`src/rtl/fetch_stage.sv`:
```
// Instruction fetch stage: IDLE/REQ/BLOCK fetch FSM feeding a one-entry IF/ID output slot
// backed by a one-entry skid register. branch_taken flushes and redirects in any state.
// Optional build macro FETCH_PERF_CNT_EN adds the fetch_count output (accepted instructions).
module fetch_stage #(
  parameter logic [31:0] RESET_PC = 32'h0000_0000
) (
  input  logic        clk,
  input  logic        reset,
  output logic        imem_req,
  output logic [31:0] imem_addr,
  input  logic        imem_ack,
  input  logic [31:0] imem_rdata,
  input  logic        stall,
  input  logic        branch_taken,
  input  logic [31:0] branch_target,
  output logic        valid_out,
  output logic [31:0] instr_out,
  output logic [5:0]  opcode_out,
  output logic [31:0] pc_out
`ifdef FETCH_PERF_CNT_EN
  ,
  output logic [31:0] fetch_count
`endif
);

  typedef enum logic [1:0] {StIdle, StReq, StBlock} state_t;

  state_t      state_q;
  logic [31:0] pc_q;
  logic        req_q;
  logic        valid_q;
  logic [31:0] instr_q;
  logic [31:0] pc_out_q;
  logic [31:0] skid_instr_q;
  logic [31:0] skid_pc_q;

  logic [31:0] redirect_pc;
  logic        accept;

  assign redirect_pc = branch_target & 32'hFFFF_FFFC;
  assign accept      = valid_q & ~stall;

  // A branch kills the request in the same cycle, so any ack alongside it is never seen.
  assign imem_req   = req_q & ~branch_taken;
  assign imem_addr  = pc_q & 32'hFFFF_FFFC;
  assign valid_out  = valid_q;
  assign instr_out  = instr_q;
  assign opcode_out = instr_q[31:26];
  assign pc_out     = pc_out_q;

  // Fetch FSM with registered request, PC, output slot and skid register.
  always_ff @(posedge clk or posedge reset) begin
    if (reset) begin
      state_q      <= StIdle;
      pc_q         <= RESET_PC;
      req_q        <= 1'b0;
      valid_q      <= 1'b0;
      instr_q      <= '0;
      pc_out_q     <= '0;
      skid_instr_q <= '0;
      skid_pc_q    <= '0;
    end else if (branch_taken) begin
      state_q      <= StReq;
      pc_q         <= redirect_pc;
      req_q        <= 1'b1;
      valid_q      <= 1'b0;
      skid_instr_q <= '0;
      skid_pc_q    <= '0;
    end else begin
      unique case (state_q)
        StIdle: begin
          state_q <= StReq;
          req_q   <= 1'b1;
        end
        StReq: begin
          if (imem_ack) begin
            pc_q <= pc_q + 32'd4;
            if (!valid_q || !stall) begin
              // Slot empty or draining this edge: fill it directly.
              instr_q  <= imem_rdata;
              pc_out_q <= pc_q;
              valid_q  <= 1'b1;
            end else begin
              // Slot held by a stalled decode: park the word and stop requesting.
              skid_instr_q <= imem_rdata;
              skid_pc_q    <= pc_q;
              state_q      <= StBlock;
              req_q        <= 1'b0;
            end
          end else if (accept) begin
            valid_q <= 1'b0;
          end
        end
        StBlock: begin
          if (!stall) begin
            instr_q      <= skid_instr_q;
            pc_out_q     <= skid_pc_q;
            skid_instr_q <= '0;
            skid_pc_q    <= '0;
            state_q      <= StReq;
            req_q        <= 1'b1;
          end
        end
        default: begin
          state_q <= StIdle;
          req_q   <= 1'b0;
        end
      endcase
    end
  end

`ifdef FETCH_PERF_CNT_EN
  logic [31:0] count_q;

  // Count every instruction decode takes from the output slot; wraps naturally.
  always_ff @(posedge clk or posedge reset) begin
    if (reset) begin
      count_q <= '0;
    end else if (accept) begin
      count_q <= count_q + 32'd1;
    end
  end

  assign fetch_count = count_q;
`endif

endmodule

```
`config.mk`:
```
export PLATFORM = sky130hd
export DESIGN_NAME = fetch_stage
export DESIGN_NICKNAME = d
export VERILOG_FILES = /design/src/rtl/fetch_stage.sv
export SDC_FILE = /design/constraint.sdc
export NUM_CORES = 1
export LEC_CHECK = 0
export CORE_MARGIN = 5
export CORE_UTILIZATION = 35
export DETAILED_ROUTE_END_ITERATION = 8
export PLACE_DENSITY = 0.57
export SYNTH_ARGS = -nofsm -noshare
export SYNTH_HDL_FRONTEND = slang
export SYNTH_SLANG_ARGS = --single-unit
```
`constraint.sdc`:
```
create_clock -name clk -period 11.4 [get_ports clk]
set_input_delay 1.71 -clock clk [delete_from_list [all_inputs] [get_ports clk]]
set_output_delay 1.71 -clock clk [all_outputs]
set_load 0.05 [all_outputs]
```
# Yosys cells after proc, flatten, opt, wreduce, memory -nomap -nowiden
# Index checks and enable logic that the tools add are counted.
# classes
bitwise_logic	4
muxes	35
reduce_logical	14
addsub	1
n_eq_ne	9
# op_table
op	count
$mux W32	16
$pmux W32 S2	4
$add A32 B3 Y32 const B	1
$mux W1	9
$ne A3 B3 Y1 const B	3
$mux W2	4
$ne A2 B2 Y1 const B	3
$pmux W2 S3	1
$reduce_and A3 Y1	2
$reduce_bool A2 Y1	3
$reduce_bool A3 Y1	2
$reduce_and A5 Y1	1
$reduce_and A4 Y1	1
$ne A3 B1 Y1 const B	1
$pmux W1 S3	1
$and A1 B1 Y1	2
$eq A2 B1 Y1 const B	1
$eq A2 B2 Y1 const B	1
$logic_not A1 Y1	2
$logic_not A2 Y1	1
$not A1 Y1	2
$reduce_and A2 Y1	1
$logic_or A1 B1 Y1	1
# word_totals
out_inout_bits	104
elab_cells	71
inputBits	69
ff_bits	164

# Logic depth before layout (Yosys ltp)
# Gate-level depths: netlist of the first run.
# logic_depth
word_depth	6
ltp_mapped	8
depth_no_buf	5

# Least setup slack after synthesis of the first run
# No wires, ideal clock.
# synth_path
path_type	input-to-output
from	in branch_taken
to	out imem_req
arrival_ns	2.796
n_path_buf	2
slack_ns	6.894
t_required_ns	9.690
path_stages	3
cell_sequence	clkbuf_1 -> clkbuf_1 -> nor2b_1
# synth_via
elab_chain_len	2
# synth_rtl
element	line	text
start, declared	14	input logic branch_taken,
$not A1 Y1 (no source line)	-	
$and A1 B1 Y1	44	assign imem_req = req_q & ~branch_taken;
end, declared	9	output logic imem_req,
# No other way between the ends.

# Final worst setup path of the first run
# Ends and elaborated chain as after synthesis.

==> results.yml, run 1 <==
cts:
  postCtsResizedCells: 0
  cts_hold_buf: 0
  clkTransAtPathRegs_ns: 0.06
  ctsRootBufferMaster: "clkbuf_16"
  clockBufferDepth: 2
  cts.sinks: 159
  cts_buffers: 17
  cts_setup_buffers: 0
  cts_htree_levels: 4
  cts_tree: "done"
  clk_latency_ns: 0.43
floorplan:
  rows: 54
  dieArea_um2: 24900
  core_area_um2: 21690
  pin_count: 173
  dieHeight_um: 157.8
  start_util_pct: 35.25
  die_w_um: 157.8
timing:
  slew_headroom_pct: 28.81
  hold_viol_final: 0
  report.final.slew_viol_count: 0
  fmax_mhz: 217.3
  whs_ns: 0.5058
  grt_setup_unrepaired: "false"
  finalCriticalPeriod_ns: 4.602
  fin_tns_setup_ns: 0
  tightest_slew_ns: 1.068
  setup_violations: 0
  fin_worst_skew_ns: 0.01306
  timing.final.crit_share_pct: 40.36
final_layout:
  n_antenna_cell: 0
  final_util_pct: 46.33
  area_growth_syn_to_layout_pct: 31.42
  layout-drive-gt1-share_pct: 11.34
  fin_nets: 1036
  final_area_um2: 10050
worst_setup_path:
  path_class: "in2out"
  required_ns: 9.69
  critPathMaxFanout: 31
  r2r_cells: 5
  worst_setup_path_start_kind: "input pin"
  r2r-start: "req_q"
  arrival_ns: 2.89
  r2r_slack_ns: 8.17
  r2r_end: "instr_out[31]"
  crit_path_end_kind: "output pin"
hold_path:
  hold_class: "reg2reg"
  min_path_cells: 1
  worstHoldEndpoint: "pc_out[19]"
  min_from: "pc_out[19]"
power_and_ir_drop:
  powerDensity_nw_per_um2: 179.3
  leakage_nw: 4.175
  ir_drop_v: 0.00009195
  p_total_w: 0.001802
placed_design:
  gp_congestion: 0.7567
  portBuffers: 168
  dpl.hpwl_um: 13370
  dpl_cell_area_um2: 9438
synth:
  yosysTopAreaCell: "dfrtp_1"
  seq_area_frac_synth_pct: 52.05
  syn_area_um2: 7645
  synth_area_leaders: "dfrtp_1 52%, nand2_1 13%, mux2_2 9.1%"
  synth_warnings: 0
  synth_cell_types: 45
  ys_ff_latch: 159
  avgSynthCellArea_um2: 9.036
  syn_inst: 846
  yosys.area.top_type_share_pct: 52.05
outcome:
  outcome: "finished, final reports clean"
detailed_routing:
  drtPass1Iterations: 7
  wl_per_cell_um: 16.96
  drtAntennaViolNets: 0
  vias_per_cell: 5.084
  wl_um: 21350
  vias: 6401
  route.detailed.drc: 0
  drt_iter0_drc: 431
global_route:
  antenna_found_initial: 0
  grt_pass1_vias: 6179
  grt_start_max_net_pins: 87
  grt_pass1_wl_um: 34140
  track_usage_pct: 17.40
  gr-total-overflow: 0
run:
  maxCapViolCount: 0
-- worst max path at each step --
stage / slack [ns] / to / startpoint
final: 6.80 / imem_req / branch_taken
after global placement: 6.69 / pc_out[13] / imem_ack
after detailed placement: 6.70 / pc_out[12] / imem_ack
after floorplan: 5.40 / instr_out[0] / reset
after CTS: 6.78 / imem_req / branch_taken
after global routing: 6.73 / imem_req / branch_taken
-- report_power, final --
group | total, W | switching (W) | internal [W]
Combinational | 0.000525 | 0.000337 | 0.000188
Clock | 0.000595 | 0.000257 | 0.000337
Sequential | 0.000682 | 0.0000533 | 0.000629
-- layout make-up --
cell class	instances	area (µm²)
clock buffers	18	439.2
clock inverters	14	170.2
fillers	2101	11640
inverters	7	31.28
multi-input cells	606	3346
flip-flops and latches	159	3979
well taps	280	350.3
repair buffers	175	1732
-- synthesized netlist by cell type, drive strengths merged --
library cell  number
o22ai              1
and3               2
nor4               4
nor2              17
a221o              1
nor2b              3
and4               1
ha                 1
o31a               2
nand4b             1
a31oi             13
o31ai             10
nor3               4
buf               21
and2               2
clkbuf            54
inv                7
nand2b             3
o211ai             3
a22oi              1
nor3b              1
mux2i              2
conb               1
xor2               2
mux2              62
or3                6
and3b              1
dfrtp            159
xnor2              8
nand2            265
o21ai             22
nand3             74
o22a               1
a2bb2oi            1
a21oi             64
nand4              8
nand3b             1
a31o               1
a22o               1
or4               15
-- metal layers --
layer / vias to the layer above / GRT usage, % / part of all wire, %
met5: - / 0 / 0
li1: 3114 / - / -
met4: 0 / 5.367 / 1.4
met2: 152 / 28.82 / 49
met1: 3120 / 23.10 / 45
met3: 15 / 3.445 / 4.7
-- worst max-delay path: stages --
cell	delay, ns
buf_4	0.21
nor2b_1	0.15
clkdlybuf4s50_1	0.82
-- stage by stage --
| stage | instances | setup slack [ns] |
|---|---|---|
| floorplan | 847 | 5.398 |
| global placement | 1227 | 6.694 |
| detailed placement | 1227 | 6.699 |
| CTS | 1259 | 6.777 |
| global route | 1259 | 6.727 |
| finish | 1259 | 6.798 |
-- cell families (layout without fill, tap and decap cells) --
group	after synthesis	in the layout	share of synthesized area, %
flip-flops	159	159	52.05
AO/OA/AOI/OAI	121	121	8.969
XOR/XNOR	10	10	1.146
adder cells (fa/ha/maj)	1	1	0.1636
other	1	2	0.04905
AND/OR/NAND/NOR	408	408	23.50
multiplexers	64	64	9.394
buffers and inverters	82	214	4.730
-- state kept, by name (all words and copies together) (netlist names) --
register,cells
req_q,1
state_q,1
pc_out,31
pc_q,30
skid_pc_q,31
instr_out,32
valid_out,1
skid_instr_q,32
-- cells in the final DEF, fill, tap and decap left out, types with 3 or more instances in the layout --
cell type	netlist	final
nand2_1	265	265
clkdlybuf4s50_1	0	167
dfrtp_1	159	159
nand3_1	74	74
a21oi_1	64	64
mux2_2	62	62
o21ai_0	22	22
clkbuf_16	0	17
nor2_1	17	16
or4_1	15	15
a31oi_1	13	13
o31ai_1	10	10
xnor2_1	8	8
buf_4	9	8
nand4_1	7	7
inv_1	7	6
inv_6	0	6
or3_1	6	6
nor4_1	4	4
nor3_1	4	4
o211ai_1	3	3
inv_8	0	3
Note: power is estimated with default switching activity, not from simulation.
==> run 2, diff against run 1 <==
Settings changed: PLACE_DENSITY 0.57 to 0.59.
Clock period 11.4 ns to 4.1 ns, I/O delays scaled along.
==> results.yml, run 2 (synthesis gave the netlist of run 1 again) <==
outcome:
  outcome: "finished, final reports clean"
cts:
  ctsRootBufferMaster: "clkbuf_16"
  postCtsResizedCells: 0
  clk_latency_ns: 0.42
  clkTransAtPathRegs_ns: 0.06
  cts_hold_buf: 0
  cts_setup_buffers: 0
  cts.sinks: 159
  clockBufferDepth: 2
  cts_buffers: 17
  cts_tree: "done"
  cts_htree_levels: 4
detailed_routing:
  vias_per_cell: 5.043
  wl_met3_um: 1130
  wl_um: 21070
  highest_layer: "met4"
  route.detailed.drc: 0
  drt-met1-wl_um: 9648
  vias: 6374
  drt_iter0_drc: 379
  met2RoutedLength_um: 10120
  drtAntennaViolNets: 0
  drtPass1Iterations: 5
  wl_per_cell_um: 16.67
timing:
  setup_violations: 0
  fin_worst_skew_ns: 0.01407
  slew_headroom_pct: 26.41
  finalCriticalPeriod_ns: 2.649
  fmax_mhz: 377.4
  grt_setup_unrepaired: "false"
  timing.final.crit_share_pct: 64.62
  whs_ns: 0.5033
  tightest_slew_ns: 1.104
  hold_viol_final: 0
  report.final.slew_viol_count: 0
  fin_tns_setup_ns: 0
final_layout:
  fin_cells: 1264
  fillCellCount: 2088
  final_util_pct: 46.67
  final_cell_mix: "265 x nand2_1, 167 x clkdlybuf4s50_1, 159 x dfrtp_1"
  fin_nets: 1040
  area_growth_syn_to_layout_pct: 32.41
  layout_commonest_cell: "nand2_1"
  layout-drive-gt1-share_pct: 11.60
worst_setup_path:
  required_ns: 4.44
  r2r-start: "pc_q[3]"
  r2r_cells: 5
  r2r_end: "pc_q[28]"
  worst_setup_path_start_kind: "input pin"
  r2r_slack_ns: 1.51
  critPathMaxFanout: 19
  crit_path_end_kind: "register"
  arrival_ns: 2.99
  path_class: "in2reg"
hold_path:
  min_from: "instr_out[7]"
  min_path_cells: 1
  hold_class: "reg2reg"
  worstHoldEndpoint: "instr_out[7]"
floorplan:
  dieArea_um2: 24900
  pin_count: 173
  core_area_um2: 21690
  die_w_um: 157.8
  dieHeight_um: 157.8
  start_util_pct: 35.25
  rows: 54
power_and_ir_drop:
  p_int_w: 0.003274
  ir_drop_v: 0.0002398
  swShare_pct: 34.82
  leakage_nw: 4.206
  p_total_w: 0.005023
  clockPowerShare_pct: 33.0
  p_comb_share_pct: 29.2
  powerDensity_nw_per_um2: 496.2
  p_sw_w: 0.001749
  p_seq_share_pct: 37.8
global_route:
  grt_pass1_vias: 6274
  grt_pass1_wl_um: 34000
  gr-total-overflow: 0
  grt_start_max_net_pins: 107
  track_usage_pct: 17.20
  antenna_found_initial: 1
run:
  maxCapViolCount: 0
placed_design:
  gp_congestion: 0.7595
  dpl.hpwl_um: 13290
  portBuffers: 168
  dp.cells: 1231
run 2: cell count changes in the layout (fill, tap and decap cells not counted), moves of 2 or more:
cell      delta
clkinv_2     +2
buf_12       +3
inv_8        -3
inv_6        -4
run 2: layout make-up:
| type | instances | area [µm²] | area share (%) |
|---|---|---|---|
| inverter | 7 | 30.03 | 0.2967 |
| multi-input combinational | 606 | 3346 | 33.05 |
| sequential | 159 | 3979 | 39.31 |
| antenna | 1 | 2.502 | 0.02472 |
| clock inverter | 12 | 158.9 | 1.570 |
| clock buffer | 20 | 456.7 | 4.512 |
| timing repair buffer | 179 | 1799 | 17.78 |
| tap | 280 | 350.3 | 3.461 |
run 2: metrics by stage:
step / worst slack (ns) / cell area [µm²]
2_1_floorplan: 1.470 / 7652
3_3_place_gp: 1.022 / 9504
3_5_place_dp: 1.004 / 9504
4_1_cts: 1.416 / 10120
5_1_grt: 1.346 / 10120
6_report: 1.451 / 10120
run 2: how the worst max path moves through the flow:
| stage | from | endpoint | slack, ns | cells after the start |
|---|---|---|---|---|
| 3_5_place_dp | imem_ack | pc_q[25] | 1.00 | 5 |
| 6_report | imem_ack | pc_q[21] | 1.45 | 5 |
| 5_1_grt | imem_ack | pc_q[27] | 1.35 | 5 |
| 4_1_cts | req_q | imem_req | 1.42 | 2 |
| 2_1_floorplan | reset | instr_out[0] | 1.47 | 1 |
| 3_3_place_gp | imem_ack | pc_q[27] | 1.02 | 5 |
run 2: routing by layer:
metal  global-route usage (%)  vias up
li1                         -     3123
met1                    23.54     3094
met2                    27.91      147
met3                    4.128       10
met4                    3.769        0
met5                        0        -
run 2: power groups by stage:
stage / Clock, W / Combinational (W) / Sequential (W)
after floorplan: 0 / 0.000384 / 0.00248
after global placement: 0 / 0.00147 / 0.00193
after detailed placement: 0 / 0.00148 / 0.00193
after CTS: 0.00171 / 0.00149 / 0.00190
after global routing: 0.00177 / 0.00155 / 0.00193
final: 0.00166 / 0.00147 / 0.00190
run 2: worst max-delay path: stages:
cell             delay, ns
clkdlybuf4s50_1       0.56
nand3b_4              0.16
or4_1                 0.89
or4_1                 0.58
a31oi_1               0.17
==> run 3, diff against run 2 <==
Clock period 4.1 ns to 2.2 ns, I/O delays scaled along.
==> results.yml, run 3 (synthesis gave the netlist of run 1 again) <==
detailed_routing:
  drtAntennaViolNets: 0
  wl_per_cell_um: 16.56
  vias: 6642
  wl_um: 21580
  drtPass1Iterations: 5
  drt_iter0_drc: 413
  vias_per_cell: 5.097
  route.detailed.drc: 0
placed_design:
  pre_cts_slack_ns: -0.2472
  gp_congestion: 0.7913
  dpl_cell_area_um2: 9907
  portBuffers: 168
  dpl.hpwl_um: 14480
final_layout:
  fin_nets: 1079
  seq_area_um2: 3980
  area_growth_syn_to_layout_pct: 37.59
  layout_commonest_cell: "nand2_1"
  multi_input_area_um2: 3354
  final_util_pct: 48.50
  layout-drive-gt1-share_pct: 15.26
  final_cell_mix: "265 x nand2_1, 161 x clkdlybuf4s50_1, 158 x dfrtp_1"
  fillCellCount: 2022
  final_area_um2: 10520
timing:
  report.final.slew_viol_count: 0
  finalWorstSetupSlack_ns: 0.03785
  finalCriticalPeriod_ns: 2.162
  timing.final.crit_share_pct: 98.28
  whs_ns: 0.3110
  hold_viol_final: 0
  grt_setup_unrepaired: "false"
  fin_worst_skew_ns: 0.01082
  fmax_mhz: 462.5
  slew_headroom_pct: 61.31
  setup_violations: 0
  tightest_slew_ns: 0.5785
global_route:
  gr-total-overflow: 0
  track_usage_pct: 17.64
  grt_pass1_vias: 6554
  grt_pass1_wl_um: 34910
  grt_start_max_net_pins: 71
  antenna_found_initial: 1
floorplan:
  pin_count: 173
  dieHeight_um: 157.8
  core_area_um2: 21690
  rows: 54
  start_util_pct: 35.25
  die_w_um: 157.8
  dieArea_um2: 24900
cts:
  ctsRootBufferMaster: "clkbuf_16"
  clk_latency_ns: 0.42
  cts_buffers: 17
  cts_htree_levels: 4
  clkTransAtPathRegs_ns: 0.06
  clockBufferDepth: 2
  cts_tree: "done"
  cts.sinks: 159
hold_path:
  hold_class: "in2async"
worst_setup_path:
  crit_path_end_kind: "output pin"
  required_ns: 1.87
  critPathMaxStageDelay_ns: 0.87
  path_cells: "clkdlybuf4s50_1"
  r2r_end: "pc_q[29]"
  worst-path-stages: 1
  cp_slowest_cell: "clkdlybuf4s50_1"
  critPathMaxFanout: 9
  arrival_ns: 1.83
  path_class: "reg2out"
  critPathLaunch: "pc_q[23]"
  r2r-start: "pc_q[4]"
  cp_num_buf_inv: 1
  crit_family: "buffers and inverters"
  worst_setup_path_start_kind: "register"
  r2r_slack_ns: 0.13
  crit_end: "imem_addr[23]"
  r2r_cells: 5
outcome:
  outcome: "finished, final reports clean"
power_and_ir_drop:
  powerDensity_nw_per_um2: 891.5
  leakage_nw: 4.449
  ir_drop_v: 0.0004805
run:
  maxCapViolCount: 0
## run 3: cell count changes in the layout (fill, tap and decap cells not counted), sizes merged
cell and change:
clkbuf -2, bufinv -1, inv +3, clkinvlp +2
buf +40, clkinv -2, dlymetal6s2s +3, clkdlybuf4s50 -6
dlygate4sd2 +2
## run 3: where the power goes
part	internal [W]	switching, W
combinational	0.00106	0.00182
sequential	0.00326	0.000225
clock	0.00172	0.00129
total	0.00604	0.00333
## run 3: layout make-up
type                    instances  area share (%)
multi-input cells             606           31.89
clock buffers                  18           4.175
clock inverters                14           1.475
diodes                          1         0.02379
well taps                     280           3.331
inverters                       7          0.2855
repair buffers                218           20.98
flip-flops and latches        159           37.84
## run 3: per-stage QoR
| step | std cells | TNS (ns) | total power, W |
|---|---|---|---|
| 5_1_grt | 1303 | 0 | 0.009790 |
| 2_1_floorplan | 847 | -24.76 | 0.005337 |
| 3_5_place_dp | 1270 | -4.972 | 0.006457 |
| 6_report | 1303 | 0 | 0.009377 |
| 3_3_place_gp | 1270 | -2.934 | 0.006434 |
| 4_1_cts | 1302 | 0 | 0.009496 |
## run 3: how the worst min path moves through the flow
stage	slack [ns]	startpoint	cells past startpoint	endpoint
2_1_floorplan	0.45	branch_target[16]	2	pc_q[16]
3_3_place_gp	0.49	instr_out[21]	1	instr_out[21]
3_5_place_dp	0.49	skid_pc_q[1]	1	skid_pc_q[1]
4_1_cts	0.30	branch_taken	2	skid_pc_q[14]
5_1_grt	0.32	reset	2	instr_out[30]
6_report	0.31	reset	2	skid_instr_q[23]
## run 3: routing by layer
layer | up-vias | share of wire, % | GRT usage [%]
li1 | 3200 | - | -
met1 | 3236 | 45 | 23.73
met2 | 188 | 49 | 28.90
met3 | 18 | 4.8 | 3.554
met4 | 0 | 1.6 | 5.326
met5 | - | 0 | 0
## run 3: repair_timing
action / CTS / global route
resized for setup: 2 / 5
endpoints found under the setup margin: 2 / 6
hold buffers: 0 / 0
buffers inserted: 0 / 0
